==> src/rtl/des_pkg.sv <==
// Shared DES constants, widths and FSM state type for the S-box feeder.
// Tables hold 1-based DES bit numbers (DES bit 1 = MSB of the vector).
package des_pkg;

    localparam int unsigned R_W   = 32;
    localparam int unsigned K_W   = 48;
    localparam int unsigned GRP_W = 6;
    localparam int unsigned NIB_W = 4;

    localparam int unsigned E_TABLE [K_W] = '{
        32,  1,  2,  3,  4,  5,
         4,  5,  6,  7,  8,  9,
         8,  9, 10, 11, 12, 13,
        12, 13, 14, 15, 16, 17,
        16, 17, 18, 19, 20, 21,
        20, 21, 22, 23, 24, 25,
        24, 25, 26, 27, 28, 29,
        28, 29, 30, 31, 32,  1
    };

    localparam int unsigned P_TABLE [R_W] = '{
        16,  7, 20, 21, 29, 12, 28, 17,
         1, 15, 23, 26,  5, 18, 31, 10,
         2,  8, 24, 14, 32, 27,  3,  9,
        19, 13, 30,  6, 22, 11,  4, 25
    };

    typedef enum logic [1:0] {
        IDLE,
        ISSUE,
        DRAIN,
        DONE
    } fsm_e;

    function automatic logic [R_W-1:0] p_perm(input logic [R_W-1:0] s);
        logic [R_W-1:0] p;
        p = '0;
        for (int i = 0; i < R_W; i++) begin
            p[R_W-1-i] = s[R_W-P_TABLE[i]];
        end
        return p;
    endfunction

endpackage

==> src/rtl/des_expand.sv <==
// Combinational DES E expansion, 32-bit R half to 48 bits.
module des_expand
    import des_pkg::*;
(
    input  logic [R_W-1:0] r_i,
    output logic [K_W-1:0] e_o
);

    always_comb begin
        e_o = '0;
        for (int i = 0; i < K_W; i++) begin
            e_o[K_W-1-i] = r_i[R_W-E_TABLE[i]];
        end
    end

endmodule

==> src/rtl/des_sbox_feeder.sv <==
// Sequential DES f-function front end: serialises E(R)^K to a shared S-box bank.
// Define DES_FEEDER_PPERM_EN to apply the P permutation to f_out.
module des_sbox_feeder
    import des_pkg::*;
#(
    parameter int unsigned PIPE_SBOX = 0,
    parameter int unsigned IDX_W     = 3
) (
    input  logic             clk,
    input  logic             rst,
    input  logic             in_valid,
    output logic             in_ready,
    input  logic [R_W-1:0]   r_half,
    input  logic [K_W-1:0]   subkey,
    output logic [IDX_W-1:0] sbox_idx,
    output logic [GRP_W-1:0] sbox_in,
    input  logic [NIB_W-1:0] sbox_out,
    output logic             out_valid,
    input  logic             out_ready,
    output logic [R_W-1:0]   f_out
);

    localparam logic [IDX_W-1:0] LAST_IDX = {IDX_W{1'b1}};

    fsm_e             state_q, state_d;
    logic [K_W-1:0]   x_q, x_d;
    logic [K_W-1:0]   e_r, x_new;
    logic [IDX_W-1:0] idx_q, idx_d;
    logic [IDX_W-1:0] sbox_idx_q, sbox_idx_d;
    logic [GRP_W-1:0] sbox_in_q, sbox_in_d;
    logic [R_W-1:0]   col_q, col_d;
    logic             cap_en;
    logic [IDX_W-1:0] cap_slot;

    des_expand u_expand (
        .r_i (r_half),
        .e_o (e_r)
    );

    assign x_new = e_r ^ subkey;

    function automatic logic [GRP_W-1:0] grp_sel(input logic [K_W-1:0]   x,
                                                 input logic [IDX_W-1:0] k);
        return x[K_W-1-GRP_W*k -: GRP_W];
    endfunction

    always_comb begin
        state_d    = state_q;
        x_d        = x_q;
        idx_d      = idx_q;
        sbox_idx_d = sbox_idx_q;
        sbox_in_d  = sbox_in_q;
        col_d      = col_q;
        cap_en     = 1'b0;
        cap_slot   = idx_q;

        unique case (state_q)
            IDLE: begin
                if (in_valid) begin
                    // Group 0 is presented in the first ISSUE cycle.
                    x_d        = x_new;
                    idx_d      = '0;
                    sbox_idx_d = '0;
                    sbox_in_d  = grp_sel(x_new, '0);
                    state_d    = ISSUE;
                end
            end
            ISSUE: begin
                if (PIPE_SBOX == 0) begin
                    cap_en   = 1'b1;
                    cap_slot = idx_q;
                end else if (idx_q != '0) begin
                    cap_en   = 1'b1;
                    cap_slot = idx_q - 1'b1;
                end
                if (idx_q == LAST_IDX) begin
                    state_d = (PIPE_SBOX == 0) ? DONE : DRAIN;
                end else begin
                    idx_d      = idx_q + 1'b1;
                    sbox_idx_d = idx_q + 1'b1;
                    sbox_in_d  = grp_sel(x_q, idx_q + 1'b1);
                end
            end
            DRAIN: begin
                cap_en   = 1'b1;
                cap_slot = LAST_IDX;
                state_d  = DONE;
            end
            DONE: begin
                if (out_ready) begin
                    state_d = IDLE;
                end
            end
            default: state_d = IDLE;
        endcase

        if (cap_en) begin
            col_d[R_W-1-NIB_W*cap_slot -: NIB_W] = sbox_out;
        end
    end

    always_ff @(posedge clk) begin
        if (rst) begin
            state_q    <= IDLE;
            x_q        <= '0;
            idx_q      <= '0;
            sbox_idx_q <= '0;
            sbox_in_q  <= '0;
            col_q      <= '0;
        end else begin
            state_q    <= state_d;
            x_q        <= x_d;
            idx_q      <= idx_d;
            sbox_idx_q <= sbox_idx_d;
            sbox_in_q  <= sbox_in_d;
            col_q      <= col_d;
        end
    end

    assign in_ready  = (state_q == IDLE);
    assign out_valid = (state_q == DONE);
    assign sbox_idx  = sbox_idx_q;
    assign sbox_in   = sbox_in_q;

`ifdef DES_FEEDER_PPERM_EN
    assign f_out = p_perm(col_q);
`else
    assign f_out = col_q;
`endif

endmodule

==> config.mk <==
export PLATFORM = sky130hd
export DESIGN_NAME = des_sbox_feeder
export DESIGN_NICKNAME = d
export VERILOG_FILES = /design/src/rtl/des_pkg.sv /design/src/rtl/des_expand.sv /design/src/rtl/des_sbox_feeder.sv
export SDC_FILE = /design/constraint.sdc
export NUM_CORES = 1
export LEC_CHECK = 0
export ABC_AREA = 0
export BUFFER_PORTS_ARGS = -buffer_cell sky130_fd_sc_hd__buf_2
export CORE_MARGIN = 8
export CORE_UTILIZATION = 37
export DETAILED_ROUTE_END_ITERATION = 10
export MAX_ROUTING_LAYER = met4
export PLACE_DENSITY_LB_ADDON = 0.12
export SKIP_CTS_REPAIR_TIMING = 1
export SYNTH_ARGS = -nofsm -noshare
export SYNTH_HDL_FRONTEND = slang
export SYNTH_SLANG_ARGS = --single-unit
export TNS_END_PERCENT = 50
==> constraint.sdc <==
create_clock -name clk -period 11.6 [get_ports clk]
set_input_delay 0.58 -clock clk [delete_from_list [all_inputs] [get_ports clk]]
set_output_delay 0.58 -clock clk [all_outputs]
set_load 0.005 [all_outputs]
# [After elaboration in Yosys (flattened, before gate mapping)]
# Cells that the tools add are included.
[word_totals] regBits=91 latch_bits=0 mem_bits_rw=0 mem_bits_ro=0 in_bits=88 output_inout_bits=43 elab_cells=41 mem_count=0
[op_classes] addsub=4 n_mul=1 div_mod_pow=0 n_lt_le_gt_ge=0 n_eq_ne=8 shift=3 mux=13 bitwise=1 n_reduce_logical=6
[ops] op="$shiftx A53 B33 Y6" count=1
[ops] op="$xor A48 B48 Y48" count=1
[ops] op="$shift A4 B34 Y35 const A" count=1
[ops] op="$shiftx A4 B34 Y35" count=1
[ops] op="$neg A32 Y34" count=1
[ops] op="$bwmux W32" count=1
[ops] op="$mux W6" count=2
[ops] op="$pmux W6 S2" count=1
[ops] op="$mux W3" count=3
[ops] op="$pmux W2 S4" count=1
[ops] op="$sub A6 B6 Y7 const A" count=1
[ops] op="$mux W2" count=3
[ops] op="$ne A2 B2 Y1 const B" count=3
[ops] op="$pmux W3 S2" count=1
[ops] op="$reduce_and A3 Y1" count=2
[ops] op="$sub A5 B5 Y6 const A" count=1
[ops] op="$mul A2 B3 Y5 const A" count=1
[ops] op="$eq A2 B2 Y1 const B" count=2
[ops] op="$add A3 B1 Y3 const B" count=1
[ops] op="$eq A3 B3 Y1 const B" count=1
[ops] op="$eq A2 B1 Y1 const B" count=1
[ops] op="$logic_not A2 Y1" count=1
[ops] op="$ne A2 B1 Y1 const B" count=1
[ops] op="$reduce_and A2 Y1" count=1
[ops] op="3 further kinds" count=3

# [Depth between registers and ports, before layout]
[depth] word_depth=6 depth_mapped=17 mapped_depth_nobuf=12

# [Cells and area by module]
# Synthesis repeated with hierarchy kept, for this count alone.
[hier_totals] cells_unflattened=592 area_unflattened_um2=5611.6
[modules_own_cells] module="des_sbox_feeder" n_inst=1 cells_per_inst=544 area_per_inst_um2=5251.3
[modules_own_cells] module="des_expand" n_inst=1 cells_per_inst=48 area_per_inst_um2=360.3

# [Worst setup path before layout]
# No wires, ideal clock.
[synth_path] kind="reg2reg" start="register sbox_idx[0] (netlist name)" end="register sbox_in_q[3] (netlist: sbox_in[3])" setup_time_ps=70 t_arrival_ps=3694 required_time_ps=11530 slack_ps=7836 stages_incl_launch_ff=18 path_buffers=5 cell_sequence="dfxtp_1 -> buf_6 -> buf_6 -> inv_2 -> ha_1 -> buf_6 -> buf_6 -> inv_1 -> fa_1 -> xnor2_1 -> inv_1 -> buf_2 -> ha_1 -> or3b_1 -> nor3_1 -> o41ai_2 -> a31oi_1 -> o2bb2ai_1"
[synth_rtl] item="to (signal assigned)" line="des_sbox_feeder.sv:115" source="sbox_in_q <= sbox_in_d;"
[synth_rtl] item="to (decl)" line="des_sbox_feeder.sv:30" source="logic [GRP_W-1:0] sbox_in_q, sbox_in_d;"

==> results summary <==
In this run, synthesis inferred 0 flip-flops with an integrated enable. For this run, the slowest stage of the critical path takes between 1000 and 1500 ps. On the critical path, the stage with the largest delay is an instance of ha_2. The flow ran to the end, and the final reports show no timing, DRC or antenna violations. The power share of the combinational group came out at 39.7%. The clock tree from TritonCTS is yes. The most frequently used cell type in the post-synthesis netlist is nor2_1.

Counting along the longest clock path gives a buffer depth of 2. By startpoint and endpoint, the worst setup path is classified as flip-flop to flip-flop. The internal power of the cells came out at 0.745 mW. The fraction of the cycle the final worst path needs is a little under half. The clock net in this run drives a total of 91 sinks.

The leakage power came out at 2.62 nW. The type of element capturing the critical path is a flip-flop. The number of distinct library cell variants in the gate-level netlist after synthesis came out at 56. The pin count of the biggest net entering global routing is 95. The cell count after synthesis came out at between 500 and 600. The routability congestion estimate is between 0.7 and 0.8. The worst setup path is launched from a flip-flop. The proportion of synthesized flip-flops having asynchronous set or reset is 0%.

In this run, flip-flops and latches consume 36.7% of the power. The worst hold path belongs to the class flip-flop to flip-flop. Counting stages on the worst path, the most repeated cell is inv_1. Measured along the y axis, the die boundary spans 135 µm. The average detailed-routed wire length per instance is between 15 and 20 µm. The net switching power figure is around 0.45 mW. The top layer used by detailed routing is met4. By area the synthesized netlist is led by dfxtp_1 35%, mux4_2 12%, mux2i_1 8.4%. The number of diodes is 0. The count of nets left with antenna violations once routing finished came out at 0. The total power of the final layout is 1.19 mW. The via count of the first global-routing pass was 4458.

Across all layers, the routed design uses between 4000 and 5000 vias. Counting the buffers created by CTS gives 9. Of the total power, the share spent switching nets is between 30% and 40%. The count of maximum capacitance violations is 0.

The top-area cell type share of the netlist area came out at between 30% and 40%. The slew at the pin with the worst max-slew slack came out at approximately 1100 ps. The clock transition time at the flip-flop clock pins of the worst setup and hold paths came out at approximately 70 ps. The post-DP HPWL is around 11000 µm.

The fmax is roughly 0.19 GHz. For this run the aggregate overflow at the end of global routing stands at 0. STA puts the critical path data required time at ~12000 ps.

The post-detailed-route via-to-cell ratio came out at about 5.3. The global-route total usage across every layer is between 10% and 20%. The yosys synthesis warning count is 0.

The commonest cells after synthesis are 104 x nor2_1, 91 x dfxtp_1, 48 x a211oi_1. The number of hold violations in the final report came out at 0. The flop and latch count out of synthesis came out at between 90 and 100. The initial antenna violation count came out at 0. In the synthesized netlist the dominant register cell turns out to be dfxtp_1. VDD sags by at most approximately 0.073 mV. The final setup skew came out at roughly 6.2 ps.

The sum of met2 wire segment lengths after detailed routing is about 6200 µm. Along the worst path, the maximum fanout reaches 49. The clock group share of total power is between 20% and 30%.

The synthesized netlist occupies a cell area of around 5300 µm². Each instance of the synthesized netlist takes up on average between 9 and 10 µm². The first global-routing pass estimated approximately 23000 µm of wire.

Port buffering added 130 buffers. The setup total negative slack came out at 0 ps. The worst slew slack as a fraction of its limit is a little over a quarter. The sum of met3 wire segment lengths after detailed routing is ~740 µm.

The first detailed-routing pass took 6 iterations. Of the cells placed in the final design, the portion with a size suffix greater than 1 is 29.4%. The critical path arrival is 5500 ps. The routed design could run at a clock period as short as about 5300 ps. The max-slew violation count came out at 0. The count of H-tree levels built during CTS is 3. In this run the clock root is driven by a clkbuf_16. The routed wire length is 14400 µm. The synthesized netlist net count is ~640. The final number of setup-violating endpoints came out at 0. The net count reported at finish is about 750.

The number of remaining DRC errors came out at 0. The detailed router's first-iteration violation count came out at roughly 270. After floorplanning, the core was sized to cover around 14000 µm².

During I/O placement, the number of pins put on the boundary was 131. Clock latency on the worst-skew pair, taken at its later pin, is 350 ps. The number of rows created at floorplan came out at 43. The routed metal-1 wirelength came out at just over 7000 µm. Walking the worst path, the cells encountered are ha_2 -> inv_1 -> fa_1 -> xnor2_1 -> inv_1 -> ha_1 -> nand2_1 -> o41ai_2 -> a31oi_1 -> o2bb2ai_1. The initial utilization of the core area, before any placement, comes to a little under two fifths. The most area-hungry cell type in the Yosys netlist is dfxtp_1.

Sequential elements use a little over a third of the synthesized area. The power per cell area is 192 nW/µm². Setup repair after global routing left no endpoint under its margin.

The signed area change from the synthesized netlist to the final layout is 18.3%. The die area is around 18000 µm². The width of the die is between 100 and 150 µm.
[path summary, 6_finish.rpt]
kind	from	endpoint	slack [ps]	cells past startpoint
max reg2reg	sbox_idx[1]	sbox_in[3]	6300	10
min reg2reg	f_out[5]	f_out[5]	490	2
max	sbox_idx[1]	sbox_in[3]	6300	10
min	f_out[5]	f_out[5]	490	2
[cells by family after synthesis]
family	after synthesis	synth area share, %
fa+ha+maj	12	3.00
buf+inv	54	5.38
xor+xnor	49	8.17
flops	91	34.7
compound gates	97	13.5
mux	75	21.0
simple gates	166	14.2
[worst max-delay path: cells and delay by family, from the launching register on]
family	cells	cell delay (ps)
and+or+nand+nor	1	150
AOI/OAI and AO/OA	3	600
buffers and inverters	2	850
xor gates and xnor gates	1	760
adders and majority gates	3	2370
DFF	1	420
[sequential cells by signal, indices dropped and copies added, names as in the netlist]
register  count
x_q          48
sbox_in       6
sbox_idx      3
f_out        32
state_q       2
[power groups by stage]
stage,sequential [mW],clock (mW),combinational (mW)
2_1_floorplan,0.421,0,0.374
3_3_place_gp,0.442,0,0.474
3_5_place_dp,0.444,0,0.478
4_1_cts,0.437,0.294,0.479
5_1_grt,0.446,0.306,0.528
6_report,0.438,0.282,0.473
[final cells by class]
type / instances / area [µm²]
Multi-Input combinational cell: 399 / 3160
Tap cell: 180 / 225
Clock buffer: 10 / 239
Fill cell: 1393 / 7660
Timing Repair Buffer: 135 / 688
Sequential cell: 91 / 1820
Clock inverter: 6 / 50.0
Inverter: 9 / 33.8
[cell usage in the layout, fill, tap and decap left out, types with 4 or more instances in the layout]
| cell type | instances |
|---|---|
| buf_2 | 130 |
| nor2_1 | 104 |
| dfxtp_1 | 90 |
| a211oi_1 | 47 |
| xnor2_1 | 46 |
| mux2i_1 | 44 |
| mux4_2 | 28 |
| nand2_1 | 19 |
| ha_1 | 10 |
| clkbuf_16 | 9 |
| inv_1 | 8 |
| nand3_1 | 8 |
| a21oi_1 | 7 |
| nor2b_1 | 6 |
| a31oi_1 | 6 |
| o21ai_0 | 6 |
| and3_1 | 5 |
| buf_4 | 5 |
| nand2b_1 | 4 |
| nor3_1 | 4 |
| o221ai_1 | 4 |
[per-layer routing]
layer	GRT usage [%]	vias to the layer above
met5	-	-
met4	6.79	0
met3	2.78	18
met2	23.5	120
met1	22.4	2068
li1	-	2166
[metrics by stage]
step | utilization [%] | area (µm²) | hold slack [ps] | setup WS, ps | cells
finish | 44.8 | 6220 | 489 | 6300 | 830
global route | 44.8 | 6220 | 518 | 5870 | 830
CTS | 44.8 | 6220 | 499 | 6230 | 830
detailed placement | 42.7 | 5930 | 481 | 6270 | 814
global placement | 42.7 | 5930 | 469 | 6430 | 814
floorplan | - | 5250 | 485 | 7840 | 544
(Power assumes the default switching activity.)
